`src/rtl/inst_queue.sv`:
```
// In-order fetch-to-decode instruction queue: DEPTH-entry ring of {pc, word}; head is shown at o_* one cycle after enqueue.
// Backpressure via o_ready (registered full); i_flush empties it. Optional same-cycle empty bypass: INST_QUEUE_BYPASS_EN.
module inst_queue #(
    parameter int DEPTH      = 4,
    parameter int ADDR_WIDTH = 32,
    parameter int DATA_WIDTH = 32
) (
    input  logic                    clk,
    input  logic                    rst,
    input  logic                    i_valid,
    input  logic [ADDR_WIDTH-1:0]   i_pc,
    input  logic [DATA_WIDTH-1:0]   i_data,
    output logic                    o_ready,
    input  logic                    i_stall,
    input  logic                    i_flush,
    output logic                    o_valid,
    output logic [ADDR_WIDTH-1:0]   o_pc,
    output logic [DATA_WIDTH-1:0]   o_data,
    output logic [$clog2(DEPTH):0]  o_count
);
    localparam int PW = $clog2(DEPTH);
    localparam logic [PW:0]   FULL  = DEPTH[PW:0];
    localparam logic [PW:0]   ONE_C = 1;
    localparam logic [PW-1:0] ONE_P = 1;

    logic [ADDR_WIDTH-1:0] pc_mem  [DEPTH];
    logic [DATA_WIDTH-1:0] dat_mem [DEPTH];

    logic [PW-1:0] head_q, head_d, tail_q, tail_d;
    logic [PW:0]   count_q, count_d;
    logic          empty, bypass, enq, wr, deq;

    assign empty   = (count_q == '0);
    assign o_ready = (count_q != FULL);
    assign o_count = count_q;

`ifdef INST_QUEUE_BYPASS_EN
    assign bypass = empty && i_valid && !i_flush && !i_stall;
`else
    assign bypass = 1'b0;
`endif

    // A bypassed word is consumed by decode directly and never occupies a slot.
    assign enq = i_valid && o_ready;
    assign wr  = enq && !bypass && !i_flush;
    assign deq = !empty && !i_stall && !i_flush;

    always_comb begin
        o_valid = !empty || bypass;
        o_pc    = '0;
        o_data  = '0;
        if (!empty) begin
            o_pc   = pc_mem[head_q];
            o_data = dat_mem[head_q];
        end else if (bypass) begin
            o_pc   = i_pc;
            o_data = i_data;
        end
    end

    always_comb begin
        head_d  = head_q;
        tail_d  = tail_q;
        count_d = count_q;
        if (i_flush) begin
            head_d  = '0;
            tail_d  = '0;
            count_d = '0;
        end else begin
            if (wr)
                tail_d = tail_q + ONE_P;
            if (deq)
                head_d = head_q + ONE_P;
            if (wr && !deq)
                count_d = count_q + ONE_C;
            else if (deq && !wr)
                count_d = count_q - ONE_C;
        end
    end

    always_ff @(posedge clk or posedge rst) begin
        if (rst) begin
            head_q  <= '0;
            tail_q  <= '0;
            count_q <= '0;
        end else begin
            head_q  <= head_d;
            tail_q  <= tail_d;
            count_q <= count_d;
        end
    end

    always_ff @(posedge clk) begin
        if (wr) begin
            pc_mem[tail_q]  <= i_pc;
            dat_mem[tail_q] <= i_data;
        end
    end

`ifdef SIMULATION
    a_count_max: assert property (@(posedge clk) disable iff (rst) count_q <= FULL);
    a_empty_ptr: assert property (@(posedge clk) disable iff (rst) (count_q == '0) |-> (head_q == tail_q));
`endif
endmodule

```
`config.mk`:
```
export PLATFORM = sky130hd
export DESIGN_NAME = inst_queue
export DESIGN_NICKNAME = d
export VERILOG_FILES = /design/src/rtl/inst_queue.sv
export SDC_FILE = /design/constraint.sdc
export NUM_CORES = 1
export LEC_CHECK = 0
export ABC_AREA = 1
export BUFFER_PORTS_ARGS = -buffer_cell sky130_fd_sc_hd__buf_2
export CORE_MARGIN = 5
export CORE_UTILIZATION = 52
export DETAILED_ROUTE_END_ITERATION = 7
export PLACE_DENSITY_LB_ADDON = 0.3
export SLEW_MARGIN = 20
export SYNTH_ARGS = -nofsm -noshare
export SYNTH_HDL_FRONTEND = slang
export SYNTH_SLANG_ARGS = --single-unit
```
`constraint.sdc`:
```
create_clock -name clk -period 4 [get_ports clk]
set_input_delay 0 -clock clk [delete_from_list [all_inputs] [get_ports clk]]
set_output_delay 0 -clock clk [all_outputs]
set_load 0.005 [all_outputs]
```
Yosys cells after proc, flatten, opt, wreduce, memory -nomap -nowiden
Memories as Yosys holds them, arrays and structs flattened.
Index checks and enable logic that the tools add are counted.
{"block": "classes", "n_eq_ne": 1, "muxes": 11, "n_reduce_logical": 15, "add_sub_neg": 4}
{"op": "2-to-1 mux 32 bit", "n": 2}
{"op": "2-to-1 mux 3 bit", "n": 3}
{"op": "2-to-1 mux 2 bit", "n": 4}
{"op": "logical AND 1 bit", "n": 6}
{"op": "zero test 1 bit", "n": 5}
{"op": "adder 2 x 1 -> 2 bit, second input constant", "n": 2}
{"op": "nonzero test 2 bit", "n": 2}
{"op": "adder 3 x 1 -> 3 bit, second input constant", "n": 1}
{"op": "zero test 3 bit", "n": 1}
{"op": "inequality test 3 bit, second input constant", "n": 1}
{"op": "nonzero test 3 bit", "n": 1}
{"op": "subtractor 3 x 1 -> 3 bit, second input constant", "n": 1}
{"op": "2-to-1 mux 1 bit", "n": 2}
{"block": "word_totals", "input_bits": 69, "elab_cells": 36, "mem_bits_rw": 256, "regBits": 7, "output_inout_bits": 69, "memories": 2}
{"name": "dat_mem", "depth": 4, "word_bits": 32, "rd": 1, "rd_ports_with_merged_regs": 0, "write_ports": 1, "line_no": "27", "rtl": "logic [DATA_WIDTH-1:0] dat_mem [DEPTH];"}
{"name": "pc_mem", "depth": 4, "word_bits": 32, "rd": 1, "rd_ports_with_merged_regs": 0, "write_ports": 1, "line_no": "26", "rtl": "logic [ADDR_WIDTH-1:0] pc_mem [DEPTH];"}

Depth between registers and ports, before layout
{"block": "depth", "ltp_word": 8, "mapped_depth": 12, "depth_no_buf": 12}

Worst setup path before layout
No wires, ideal clock.
{"block": "synth_path", "path_kind": "reg2reg", "startpoint": "reg count_q[0], in the netlist o_count[0]", "endpoint": "mem dat_mem[0][0], enable pin", "stages_incl_launch_ff": 5, "setup_slack_ps": 104, "arrival_time_ps": 3409, "path_buffers": 0, "period_less_slack_ps": 3896, "path_cell_list": "dfrtp_1 -> nor2_4 -> nand2_1 -> nand3_2 -> nor2_1"}
{"block": "synth_between", "elab_chain_len": 5}
{"element": "start, declared", "line_no": "30", "rtl": "logic [PW:0] count_q, count_d;"}
{"element": "start signal, assigned", "line_no": "89", "rtl": "count_q <= count_d;"}
{"element": "inequality test 3 bit", "line_no": "34", "rtl": "assign o_ready = (count_q != FULL);"}
{"element": "named net o_ready", "line_no": "13", "rtl": "output logic o_ready,"}
{"element": "logical AND 1 bit", "line_no": "44", "rtl": "assign enq = i_valid && o_ready;"}
{"element": "logical AND 1 bit", "line_no": "45", "rtl": "assign wr = enq && !bypass && !i_flush;"}
{"element": "2-to-1 mux 1 bit", "line_no": "94", "rtl": "if (wr) begin"}
{"element": "2-to-1 mux 1 bit (not written as such)", "line_no": "96", "rtl": "dat_mem[tail_q] <= i_data;"}
{"element": "end, declared", "line_no": "27"}
The timed path passes the listed nets, and every way through them passes these cells.

Final worst setup path
{"block": "layout_path", "startpoint": "reg head_q[0]", "endpoint": "out o_data[29]"}
{"block": "layout_between", "elab_chain_len": 2}
{"element": "start, declared", "line_no": "29", "rtl": "logic [PW-1:0] head_q, head_d, tail_q, tail_d;"}
{"element": "start signal, assigned", "line_no": "83", "rtl": "head_q <= '0;"}
{"element": "start signal, assigned", "line_no": "87", "rtl": "head_q <= head_d;"}
{"element": "memory (4 x 32 bit)"}
{"element": "2-to-1 mux 32 bit", "line_no": "52", "rtl": "if (!empty) begin"}
{"element": "end, declared", "line_no": "18", "rtl": "output logic [DATA_WIDTH-1:0] o_data,"}
No other way between the ends.

==> flow_metrics.py <==
metrics = {
    "route": {
        "wirelength_um": 22900,
        "drt_iter0_markers": 484,
        "drcViolationCount": 0,
        "ant_nets": 0,
        "dr.pass1.iters": 5,
        "post_drt_wl_per_cell_um": 17.6,
        "vias": 6857,
        "met3_length_um": 1260,
        "highest_layer": "met4",
        "wl_met2_um": 11800,
        "vias_per_cell": 5.26,
        "wl_met1_um": 9240,
    },
    "yosys": {
        "async_flop_share": 0.0266,
        "ys_seq_area_frac": 0.758,
        "synth_ff_type": "edfxtp_1",
        "synth-seq-cells": 263,
        "netlist_area_mm2": 0.0104,
        "synth_edf_count": 256,
        "synthCells": 820,
        "synth_nets": 894,
        "netlist-cell-type-count": 24,
        "synth.avg_cell_area_um2": 12.6,
        "yosysWarnings": 0,
    },
    "sta": {
        "drv_slew": 0,
        "rsz0062_at_grt": "false",
        "skew_ns": 0.0265,
        "worst_pin_slew_ns": 0.979,
        "setup_violations": 0,
        "setup_tns_ns": 0,
        "fmax_mhz": 349,
        "period_needed_ns": 2.87,
        "slew_headroom": 0.347,
        "period_share": 0.717,
        "final_hold_viol_count": 0,
    },
    "grt": {
        "grt_usage": 0.198,
        "antenna_found_initial": 0,
        "grt_max_degree": 105,
        "grt_pass1_vias": 6832,
        "grt_pass1_wl_um": 35300,
        "grt_overflow": 0,
    },
    "power_and_ir_drop": {
        "clock_power_share": 0.327,
        "comb_power_share": 0.243,
        "p_seq_frac": 0.430,
        "power.switching_uw": 2220,
        "powerDensity_mw_per_mm2": 592,
        "peakVddDrop_uv": 479,
        "internal_power_uw": 5400,
        "swShare": 0.291,
        "p_leak_uw": 0.00470,
        "power.total_uw": 7620,
    },
    "cells_and_area": {
        "finalNetCount": 1092,
        "area_delta_synth_final_pct": 24.1,
        "n_antenna_cell": 0,
        "drive_above_1_share": 0.192,
        "final_core_util": 0.659,
        "final.fill_count": 1418,
    },
    "floorplanning": {
        "rows": 51,
        "start_util": 0.531,
        "die_y_um": 151,
        "fp.dieW_um": 151,
        "ios": 138,
        "coreArea_mm2": 0.0195,
        "dieArea_mm2": 0.0229,
    },
    "critical_path": {
        "endpoint_kind": "output pin",
        "critPathMaxFanout": 69,
        "critPathTopFamily": "buffers and inverters",
        "start_kind": "register",
        "worst-path-stages": 5,
        "cp.arrival_ns": 2.87,
        "reg2reg_depth": 5,
        "cp_slowest_stage_delay_ns": 0.68,
        "path_cells": "clkinv_2 -> buf_12 -> o21ai_0 -> a21oi_1 -> buf_2",
        "crit_buf_inv": 3,
        "worst-setup-path-type": "register to output pin",
        "critPathSlowestCell": "clkinv_2",
        "worstPathRequired_ns": 4.00,
    },
    "clock_tree": {
        "post_cts_resize_count": 0,
        "clk_latency_ns": 0.53,
        "clk_pin_slew_ns": 0.06,
        "htree_num_levels": 1,
        "clk_path_buf_depth": 3,
        "cts_tree": "done",
        "cts_num_sinks": 263,
        "cts_made_buffers": 26,
        "root_buffer": "clkbuf_16",
    },
    "placed_design": {
        "dp_hpwl_um": 12300,
        "place_congestion": 0.738,
        "io_buffer_count": 137,
    },
    "hold_path": {
        "hold_path_class": "input port to register",
        "holdPathStages": 2,
    },
    "status": {
        "status": "completed",
    },
    "job": {
        "maxCapViolCount": 0,
    },
}
final timing paths:
path                                             to              startpoint  slack (ns)
min in group asynchronous    o_count[0]$_DFFE_PP0P_                     rst        0.51
max reg2reg                  pc_mem[0][3]$_DFFE_PP_  o_count[0]$_DFFE_PP0P_        1.78
min reg2reg                  o_count[0]$_DFFE_PP0P_  o_count[0]$_DFFE_PP0P_        0.59
max in group asynchronous     head_q[1]$_DFFE_PP0P_                     rst        3.23
max                                      o_data[29]   head_q[0]$_DFFE_PP0P_        1.13
min                        dat_mem[0][20]$_DFFE_PP_              i_data[20]        0.22
cells in the mapped netlist (2+ instances only):
master    number  area, um2
o21ai_0      128        641
nand2_1       16       60.1
o21ai_1        5       25.0
nand3_1        3       15.0
inv_2          2       7.51
inv_1         16       60.1
buf_4         14        105
dfrtp_1        7        175
buf_2          8       40.0
nor2_1       260        976
clkbuf_1      16       60.1
edfxtp_1     256       7690
ha_1           4       50.1
a21oi_1       67        335
buf_6          2       22.5
buf_1          8       30.0
metrics by stage:
| step | setup slack, ns | instance area [um2] | hold WS, ns | instances |
|---|---|---|---|---|
| finish | 1.13 | 12900 | 0.219 | 1303 |
| global placement | 1.70 | 11300 | -0.0474 | 1185 |
| global route | 0.868 | 12900 | 0.231 | 1303 |
| floorplan | 0.104 | 10400 | -0.197 | 820 |
| detailed placement | 1.66 | 11300 | -0.0474 | 1185 |
| CTS | 1.11 | 12800 | 0.196 | 1302 |
layer usage:
metal / up-vias / global-route usage
li1: 3290 / -
met1: 3318 / 0.246
met2: 207 / 0.360
met3: 42 / 0.0332
met4: 0 / 0.0553
met5: - / 0
flip-flops by register name, indices dropped and copies added, names as in the netlist:
name / count
pc_mem: 128
head_q: 2
dat_mem: 128
o_count: 3
tail_q: 2
kinds of logic after synthesis:
logic type / share of synthesized area
AND/OR/NAND/NOR: 0.105
flip-flops: 0.758
AO/OA/AOI/OAI: 0.0976
buffers and inverters: 0.0314
adder cells (fa/ha/maj): 0.00676
XOR/XNOR: 0.000845
cell usage in the layout (no fill, tap or decap), drive strengths merged:
cell           n
a21boi         1
a21oi         67
buf          149
bufinv         5
clkbuf        34
clkinv         9
clkinvlp       1
dfrtp          7
dlygate4sd3   69
edfxtp       256
fa             1
ha             4
inv           17
nand2         17
nand3          4
nor2         262
o21ai        133
or2            1
xnor2          1
what timing repair did:
| action | CTS | global route |
|---|---|---|
| buffers inserted | 0 | 0 |
| hold endpoints to repair | 270 | 0 |
| hold buffers | 69 | 0 |
power by group through the flow:
stage	clock, uW	sequential [uW]	combinational (uW)
after floorplan	0	3310	1070
after global placement	0	3320	1780
after detailed placement	0	3330	1800
after CTS	2510	3270	1870
after global routing	2630	3290	2080
final	2490	3270	1850
final cells by class:
type                            instances  area [um2]  share of cell area
Clock buffer                           34         681              0.0529
Clock inverter                         14         203              0.0158
Inverter                               18        68.8             0.00535
Multi-Input combinational cell        491        2210               0.172
Sequential cell                       263        7870               0.611
Tap cell                              265         332              0.0258
Timing Repair Buffer                  218        1500               0.117
(Power assumes the default switching activity.)
